## config.mk

```make
export PLATFORM = sky130hd
export DESIGN_NAME = alu_seq_flat
export DESIGN_NICKNAME = d
export VERILOG_FILES = /design/src/rtl/alu_seq_if.sv /design/src/rtl/alu_seq.sv /design/src/flat_wrapper.sv
export SDC_FILE = /design/constraint.sdc
export NUM_CORES = 1
export LEC_CHECK = 0
export CAP_MARGIN = 20
export CORE_MARGIN = 2
export CORE_UTILIZATION = 50
export DETAILED_ROUTE_END_ITERATION = 12
export GPL_ROUTABILITY_DRIVEN = 1
export PLACE_DENSITY_LB_ADDON = 0.05
export SLEW_MARGIN = 20
export SYNTH_ARGS = -nofsm -noshare
export SYNTH_HDL_FRONTEND = slang
export SYNTH_SLANG_ARGS = --single-unit
```

## constraint.sdc

```tcl
create_clock -name clk_i -period 3.26 [get_ports clk_i]
set_input_delay 0.489 -clock clk_i [delete_from_list [all_inputs] [get_ports clk_i]]
set_output_delay 0.489 -clock clk_i [all_outputs]
set_load 0.02 [all_outputs]
```

## src/rtl/alu_seq_if.sv

```systemverilog
// alu_seq_if: start/ready request and result/flag bundle for alu_seq.
// The master drives the request; the slave (alu_seq) returns result and flags.
interface alu_seq_if #(
    parameter int unsigned WIDTH = 8
);
    logic             start_i;
    logic [3:0]       opcode_i;
    logic [WIDTH-1:0] rs_i;
    logic [WIDTH-1:0] rt_i;
    logic             ready_o;
    logic             done_o;
    logic [WIDTH-1:0] result_o;
    logic             cb_o;
    logic             ovf_o;
    logic             err_o;

    modport master (
        output start_i, opcode_i, rs_i, rt_i,
        input  ready_o, done_o, result_o, cb_o, ovf_o, err_o
    );

    modport slave (
        input  start_i, opcode_i, rs_i, rt_i,
        output ready_o, done_o, result_o, cb_o, ovf_o, err_o
    );
endinterface

```

## src/rtl/alu_seq.sv

```systemverilog
// alu_seq: multi-cycle ALU, one op per start/ready handshake, iterative shifts.
// Define ALU_MUL_EN to make opcode 4'b1000 an iterative shift-add multiply.
module alu_seq #(
    parameter int unsigned WIDTH = 8
) (
    input logic      clk_i,
    input logic      rst_i,
    alu_seq_if.slave bus
);
    localparam int unsigned SHW = $clog2(WIDTH);
    localparam int unsigned MSB = WIDTH - 1;

    localparam logic [3:0] OpAnd = 4'h0;
    localparam logic [3:0] OpAdd = 4'h1;
    localparam logic [3:0] OpSll = 4'h2;
    localparam logic [3:0] OpSrl = 4'h3;
    localparam logic [3:0] OpSub = 4'h4;
    localparam logic [3:0] OpSlt = 4'h5;
    localparam logic [3:0] OpAbs = 4'h6;
    localparam logic [3:0] OpSeq = 4'h7;
`ifdef ALU_MUL_EN
    localparam logic [3:0] OpMul = 4'h8;

    typedef enum logic [1:0] {StIdle, StShift, StMul} state_e;
`else
    typedef enum logic [1:0] {StIdle, StShift} state_e;
`endif

    state_e           r_state, w_state_nxt;
    logic [WIDTH-1:0] r_acc, w_acc_nxt;
    logic [WIDTH-1:0] r_result, w_result_nxt;
    logic [SHW-1:0]   r_cnt, w_cnt_nxt;
    logic             r_sll, w_sll_nxt;
    logic             r_cb, w_cb_nxt;
    logic             r_ovf, w_ovf_nxt;
    logic             r_err, w_err_nxt;
    logic             r_done, w_done_nxt;

    logic [WIDTH-1:0] w_sum, w_diff, w_abs, w_first, w_step;
    logic [SHW-1:0]   w_amt;
    logic             w_rt_big, w_add_ovf, w_sub_ovf, w_abs_ovf;

    assign w_sum     = bus.rs_i + bus.rt_i;
    assign w_diff    = bus.rs_i - bus.rt_i;
    assign w_abs     = bus.rs_i[MSB] ? ({WIDTH{1'b0}} - bus.rs_i) : bus.rs_i;
    assign w_add_ovf = (bus.rs_i[MSB] == bus.rt_i[MSB]) && (w_sum[MSB] != bus.rs_i[MSB]);
    assign w_sub_ovf = (bus.rs_i[MSB] != bus.rt_i[MSB]) && (w_diff[MSB] != bus.rs_i[MSB]);
    assign w_abs_ovf = bus.rs_i[MSB] && !(|bus.rs_i[MSB-1:0]);
    assign w_rt_big  = |bus.rt_i[WIDTH-1:SHW];
    assign w_amt     = bus.rt_i[SHW-1:0];
    assign w_first   = (bus.opcode_i == OpSll) ? (bus.rs_i << 1) : (bus.rs_i >> 1);
    assign w_step    = r_sll ? (r_acc << 1) : (r_acc >> 1);

`ifdef ALU_MUL_EN
    logic [2*WIDTH-1:0] r_prod, w_prod_nxt, r_mcand, w_mcand_nxt, w_prod_step;
    logic [WIDTH-1:0]   r_mplier, w_mplier_nxt;

    assign w_prod_step = r_prod + (r_mplier[0] ? r_mcand : {2*WIDTH{1'b0}});
`endif

    always_comb begin
        w_state_nxt  = r_state;
        w_acc_nxt    = r_acc;
        w_cnt_nxt    = r_cnt;
        w_sll_nxt    = r_sll;
        w_result_nxt = r_result;
        w_cb_nxt     = r_cb;
        w_ovf_nxt    = r_ovf;
        w_err_nxt    = r_err;
        w_done_nxt   = 1'b0;
`ifdef ALU_MUL_EN
        w_prod_nxt   = r_prod;
        w_mcand_nxt  = r_mcand;
        w_mplier_nxt = r_mplier;
`endif
        unique case (r_state)
            StIdle: begin
                if (bus.start_i) begin
                    // Assume completion at this edge; multi-cycle launches undo it.
                    w_done_nxt = 1'b1;
                    w_ovf_nxt  = 1'b0;
                    w_err_nxt  = 1'b0;
                    case (bus.opcode_i)
                        OpAnd: w_result_nxt = bus.rs_i & bus.rt_i;
                        OpAdd: begin
                            w_result_nxt = w_sum;
                            w_ovf_nxt    = w_add_ovf;
                        end
                        OpSub: begin
                            w_result_nxt = w_diff;
                            w_ovf_nxt    = w_sub_ovf;
                        end
                        OpSlt: w_cb_nxt = (bus.rs_i < bus.rt_i);
                        OpSeq: w_cb_nxt = (bus.rs_i == bus.rt_i);
                        OpAbs: begin
                            w_result_nxt = w_abs;
                            w_ovf_nxt    = w_abs_ovf;
                        end
                        OpSll, OpSrl: begin
                            if (w_rt_big) begin
                                w_result_nxt = '0;
                            end else if (w_amt == '0) begin
                                w_result_nxt = bus.rs_i;
                            end else if (w_amt == SHW'(1)) begin
                                w_result_nxt = w_first;
                            end else begin
                                w_done_nxt  = 1'b0;
                                w_ovf_nxt   = r_ovf;
                                w_err_nxt   = r_err;
                                w_acc_nxt   = w_first;
                                w_cnt_nxt   = w_amt - SHW'(1);
                                w_sll_nxt   = (bus.opcode_i == OpSll);
                                w_state_nxt = StShift;
                            end
                        end
`ifdef ALU_MUL_EN
                        OpMul: begin
                            w_done_nxt   = 1'b0;
                            w_ovf_nxt    = r_ovf;
                            w_err_nxt    = r_err;
                            w_prod_nxt   = bus.rt_i[0] ? {{WIDTH{1'b0}}, bus.rs_i} : '0;
                            w_mcand_nxt  = {{(WIDTH-1){1'b0}}, bus.rs_i, 1'b0};
                            w_mplier_nxt = bus.rt_i >> 1;
                            w_cnt_nxt    = SHW'(WIDTH - 1);
                            w_state_nxt  = StMul;
                        end
`endif
                        default: begin
                            w_result_nxt = '0;
                            w_err_nxt    = 1'b1;
                        end
                    endcase
                end
            end
            StShift: begin
                w_acc_nxt = w_step;
                w_cnt_nxt = r_cnt - SHW'(1);
                if (r_cnt == SHW'(1)) begin
                    w_result_nxt = w_step;
                    w_ovf_nxt    = 1'b0;
                    w_err_nxt    = 1'b0;
                    w_done_nxt   = 1'b1;
                    w_state_nxt  = StIdle;
                end
            end
`ifdef ALU_MUL_EN
            StMul: begin
                w_prod_nxt   = w_prod_step;
                w_mcand_nxt  = r_mcand << 1;
                w_mplier_nxt = r_mplier >> 1;
                w_cnt_nxt    = r_cnt - SHW'(1);
                if (r_cnt == SHW'(1)) begin
                    w_result_nxt = w_prod_step[WIDTH-1:0];
                    w_ovf_nxt    = |w_prod_step[2*WIDTH-1:WIDTH];
                    w_err_nxt    = 1'b0;
                    w_done_nxt   = 1'b1;
                    w_state_nxt  = StIdle;
                end
            end
`endif
            default: w_state_nxt = StIdle;
        endcase
    end

    always_ff @(posedge clk_i or posedge rst_i) begin
        if (rst_i) begin
            r_state  <= StIdle;
            r_acc    <= '0;
            r_cnt    <= '0;
            r_sll    <= 1'b0;
            r_result <= '0;
            r_cb     <= 1'b0;
            r_ovf    <= 1'b0;
            r_err    <= 1'b0;
            r_done   <= 1'b0;
        end else begin
            r_state  <= w_state_nxt;
            r_acc    <= w_acc_nxt;
            r_cnt    <= w_cnt_nxt;
            r_sll    <= w_sll_nxt;
            r_result <= w_result_nxt;
            r_cb     <= w_cb_nxt;
            r_ovf    <= w_ovf_nxt;
            r_err    <= w_err_nxt;
            r_done   <= w_done_nxt;
        end
    end

`ifdef ALU_MUL_EN
    always_ff @(posedge clk_i or posedge rst_i) begin
        if (rst_i) begin
            r_prod   <= '0;
            r_mcand  <= '0;
            r_mplier <= '0;
        end else begin
            r_prod   <= w_prod_nxt;
            r_mcand  <= w_mcand_nxt;
            r_mplier <= w_mplier_nxt;
        end
    end
`endif

    assign bus.ready_o  = (r_state == StIdle);
    assign bus.done_o   = r_done;
    assign bus.result_o = r_result;
    assign bus.cb_o     = r_cb;
    assign bus.ovf_o    = r_ovf;
    assign bus.err_o    = r_err;
endmodule

```

## src/flat_wrapper.sv

```systemverilog
// flat-port wrapper written by rule: the top's interface ports become plain ports
module alu_seq_flat 
#(
    parameter int unsigned WIDTH = 8
)
  (clk_i, rst_i, bus_start_i, bus_opcode_i, bus_rs_i, bus_rt_i, bus_ready_o, bus_done_o, bus_result_o, bus_cb_o, bus_ovf_o, bus_err_o);
  alu_seq_if #(.WIDTH(WIDTH)) bus_i ();
  input logic clk_i;
  input logic rst_i;
  input wire logic [$bits(bus_i.start_i)-1:0] bus_start_i;
  input wire logic [$bits(bus_i.opcode_i)-1:0] bus_opcode_i;
  input wire logic [$bits(bus_i.rs_i)-1:0] bus_rs_i;
  input wire logic [$bits(bus_i.rt_i)-1:0] bus_rt_i;
  output wire logic [$bits(bus_i.ready_o)-1:0] bus_ready_o;
  output wire logic [$bits(bus_i.done_o)-1:0] bus_done_o;
  output wire logic [$bits(bus_i.result_o)-1:0] bus_result_o;
  output wire logic [$bits(bus_i.cb_o)-1:0] bus_cb_o;
  output wire logic [$bits(bus_i.ovf_o)-1:0] bus_ovf_o;
  output wire logic [$bits(bus_i.err_o)-1:0] bus_err_o;
  assign bus_i.start_i = bus_start_i;
  assign bus_i.opcode_i = bus_opcode_i;
  assign bus_i.rs_i = bus_rs_i;
  assign bus_i.rt_i = bus_rt_i;
  assign bus_ready_o = bus_i.ready_o;
  assign bus_done_o = bus_i.done_o;
  assign bus_result_o = bus_i.result_o;
  assign bus_cb_o = bus_i.cb_o;
  assign bus_ovf_o = bus_i.ovf_o;
  assign bus_err_o = bus_i.err_o;
  alu_seq #(.WIDTH(WIDTH)) u_core (.clk_i(clk_i), .rst_i(rst_i), .bus(bus_i));
endmodule
```

==> impl_metrics.py, run 1 <==
metrics = {
    "pwr": {
        "comb_power_share_pct": 44.7,
        "power.density_nw_per_um2": 326,
        "switching_share_pct": 37.3,
        "p_sw_mw": 0.411,
        "p_int_mw": 0.690,
        "power.leakage_nw": 1.44,
        "clkPwrFrac_pct": 17.0,
        "power_frac_seq_pct": 38.3,
        "vdd_drop_max_mv": 0.199,
    },
    "clock_network": {
        "cts_hold_buf": 0,
        "cts_tree": "done",
        "clk_pin_slew_worst_paths_ps": 90,
        "cts-root-buf": "clkbuf_8",
        "cts_buffer_depth": 2,
        "clk_latency_ps": 270,
        "numCtsBuffers": 3,
        "post_cts_buffers": 0,
        "cts.sinks": 25,
        "htreeDepth": 1,
        "cts_resized": 0,
    },
    "route": {
        "drc_errors": 0,
        "drt-total-wl_um": 8040,
        "drt_iter0_drc": 196,
        "drt_pre_antenna_iters": 5,
        "vias_per_cell": 5.77,
        "via_count": 2705,
        "ant_nets": 0,
        "wl_per_cell_um": 17.1,
    },
    "die": {
        "io_pins": 36,
        "start_util_pct": 51.7,
        "std_cell_rows": 27,
        "core_area_sq_um": 5470,
        "dieArea_sq_um": 6280,
        "die_y_um": 79.2,
        "die_x_um": 79.2,
    },
    "yosys": {
        "syn_avg_cell_area_sq_um": 7.86,
        "async_reset_ff_share_pct": 100,
        "synthXorXnorAreaFrac_pct": 4.64,
        "ys_seq_area_share_pct": 22.1,
        "synth_edf_count": 0,
        "synth_ff_type": "dfrtp_1",
        "synth_compound_area_share_pct": 24.3,
        "synth.area.mux_share_pct": 7.12,
        "syn_area_sq_um": 2830,
        "synth_fp_nets": 407,
        "synth_top_family_by_area": "compound AO/OA/AOI/OAI gates",
        "synthAdderAreaFrac_pct": 11.1,
        "synthSimpleGateAreaFrac_pct": 22.8,
        "ys.warnings.count": 0,
        "synth_cells": 360,
        "synth_seq_cells": 25,
        "synth.distinct_cells": 59,
    },
    "grt": {
        "grt_max_degree": 26,
        "use_met3_pct": 2.16,
        "grt_pass1_wl_um": 12900,
        "antenna_found_initial": 0,
        "top_usage_layer": "met2",
        "grt_pass1_vias": 2499,
        "met2_usage_pct": 45.3,
        "grt-ovfl-total": 0,
        "gr-usage-all-layers_pct": 26.5,
        "grt_util_met1_pct": 36.3,
    },
    "setup_path": {
        "required_ps": 3410,
        "worst-path-buf-inv": 3,
        "start_kind": "input pin",
        "cpLargestDelayFamily": "buffers and inverters",
        "worstSetupPathType": "in -> reg",
        "slowest_delay_ps": 660,
        "reg2reg_depth": 6,
        "endpoint_kind": "flop",
        "crit_slowest_cell": "a2111oi_0",
        "reg2reg_setup_slack_ps": 1060,
        "r2r_start": "u_core.r_sll$_DFFE_PP0P_",
        "regToRegEndpoint": "u_core.bus.result_o[3]$_DFFE_PP0P_",
        "cp.arrival_ps": 3050,
        "crit_fanout": 4,
        "cp_cell_sequence": "clkdlybuf4s50_1 > inv_1 > ha_1 > nand2b_1 > a21oi_1 > nor2_1 > xor2_1 > a2111oi_0 > buf_4 > o31ai_1",
    },
    "place": {
        "place.gp.congestion": 0.913,
        "io_buffers": 35,
        "post-dp-hpwl_um": 6560,
    },
    "timing": {
        "maxSlewHeadroom_pct": 54.7,
        "final_hold_viol_count": 0,
        "min_period_ps": 2900,
        "fin_crit_sh_pct": 89.0,
        "timing.hold.ws_ps": 493,
        "setup_tns_ps": 0,
        "worst_pin_slew_ps": 663,
        "clock.fmax_mhz": 345,
        "slew_violations": 0,
        "clock_skew_ps": 3.03,
        "setup_viol": 0,
        "rsz0062_at_grt": "false",
    },
    "flow_run": {
        "cap_viol_max_count": 0,
    },
    "final_layout": {
        "utilization_pct": 61.7,
        "diodes": 0,
        "nets": 445,
        "area_growth_syn_to_layout_pct": 19.2,
        "drive_gt1_share_pct": 11.3,
    },
    "min_path": {
        "hold_class": "reg -> reg",
        "hold_end": "u_core.bus.result_o[5]$_DFFE_PP0P_",
        "min_delay_path_depth": 2,
        "hp-start": "u_core.bus.result_o[5]$_DFFE_PP0P_",
    },
    "status": {
        "outcome": "completed",
    },
}
-- Yosys cell counts, types with 10 or more instances --
master | instances | share of area [%]
nor3_1 | 10 | 1.8
a21oi_1 | 30 | 5.3
o21ai_0 | 17 | 3.0
inv_1 | 26 | 3.4
nand2b_1 | 10 | 2.2
dfrtp_1 | 25 | 22
mux2i_1 | 10 | 3.5
clkbuf_1 | 12 | 1.6
nand2_1 | 30 | 4.0
ha_1 | 22 | 9.7
nor2_1 | 37 | 4.9
-- worst max path at each step --
stage                         start  slack [ps]                            endpoint  depth (start not counted)
floorplan           bus_opcode_i[3]        1100  u_core.bus.result_o[2]$_DFFE_PP0P_                          8
global placement        bus_rt_i[1]          10  u_core.bus.result_o[3]$_DFFE_PP0P_                         10
detailed placement      bus_rt_i[1]         100  u_core.bus.result_o[3]$_DFFE_PP0P_                         10
CTS                     bus_rt_i[1]         380  u_core.bus.result_o[3]$_DFFE_PP0P_                         10
global route            bus_rt_i[1]         190  u_core.bus.result_o[3]$_DFFE_PP0P_                         10
finish                  bus_rt_i[1]         360  u_core.bus.result_o[3]$_DFFE_PP0P_                         10
-- cells in the final DEF, fill, tap and decap left out, types with 7 or more instances in the layout --
cell	n
o31ai_1	8
inv_1	26
nor2b_1	9
o21ai_0	17
clkdlybuf4s50_1	35
nand2_1	30
a21oi_1	30
nor3_1	10
ha_1	22
nor2_1	37
a211oi_1	7
nand2b_1	10
xor2_1	7
xnor2_1	8
o22ai_1	7
dfrtp_1	25
mux2_2	9
buf_4	21
mux2i_1	10
-- worst reg2reg max path, stage by stage (launching register included) --
cell       delay [ps]
dfrtp_1           550
mux2_2            400
nand2_1           120
o211ai_1           90
a2111oi_0         630
buf_4             230
o31ai_1            60
-- cell type report --
| cell class | instances | area [sq um] |
|---|---|---|
| inverter | 26 | 97.6 |
| sequential | 25 | 626 |
| multi-input combinational | 285 | 1980 |
| timing repair buffer | 57 | 536 |
| tap | 72 | 90.1 |
| clock buffer | 4 | 45.0 |
| fill | 508 | 2100 |
-- registers in the layout, summed over array words and instances (netlist names) --
| register | count |
|---|---|
| u_core.bus.result_o | 8 |
| u_core.bus.ovf_o | 1 |
| u_core.r_acc | 8 |
| u_core.r_cnt | 3 |
| u_core.bus.cb_o | 1 |
| u_core.bus.err_o | 1 |
| u_core.r_sll | 1 |
| u_core.r_state | 1 |
| u_core.bus.done_o | 1 |
-- power by group through the flow --
stage                     registers [mW]  clock network [mW]  logic, mW
after floorplan                    0.435                   0      0.302
after global placement             0.427                   0      0.478
after detailed placement           0.428                   0      0.486
after CTS                          0.422               0.188      0.487
after global routing               0.430               0.201      0.545
final                              0.422               0.187      0.492
-- stage by stage --
step	cells	cell area, sq um	total power [mW]	worst slack, ps
floorplan	360	2830	0.737	1100
global placement	464	3300	0.905	14.2
detailed placement	464	3300	0.914	99.9
CTS	468	3350	1.10	379
global route	469	3370	1.18	195
finish	469	3370	1.10	357
-- routing by layer --
layer  vias to the layer above  share of wire [%]
met4                         0                1.8
met1                      1237                 46
met2                        86                 48
met3                        10                4.4
met5                         -                  0
li1                       1372                  -
-- cell families after synthesis --
kind of cell               count (synthesis)
AOI/OAI and AO/OA                        102
xor gates and xnor gates                  15
adders and majority gates                 24
buffers and inverters                     50
DFF                                       25
muxes                                     19
and+or+nand+nor                          125
Note: power is estimated with default switching activity, not from simulation.
==> inputs of run 2 (changes only) <==
- SKIP_CTS_REPAIR_TIMING: default -> 1
==> results of run 2 <==
No change in the layout: final DEF, timing and power equal those of run 1.
==> inputs of run 3 (changes only) <==
- CTS_CLUSTER_SIZE: default -> 16
==> results of run 3 <==
No change in the layout: final DEF, timing and power equal those of run 1.
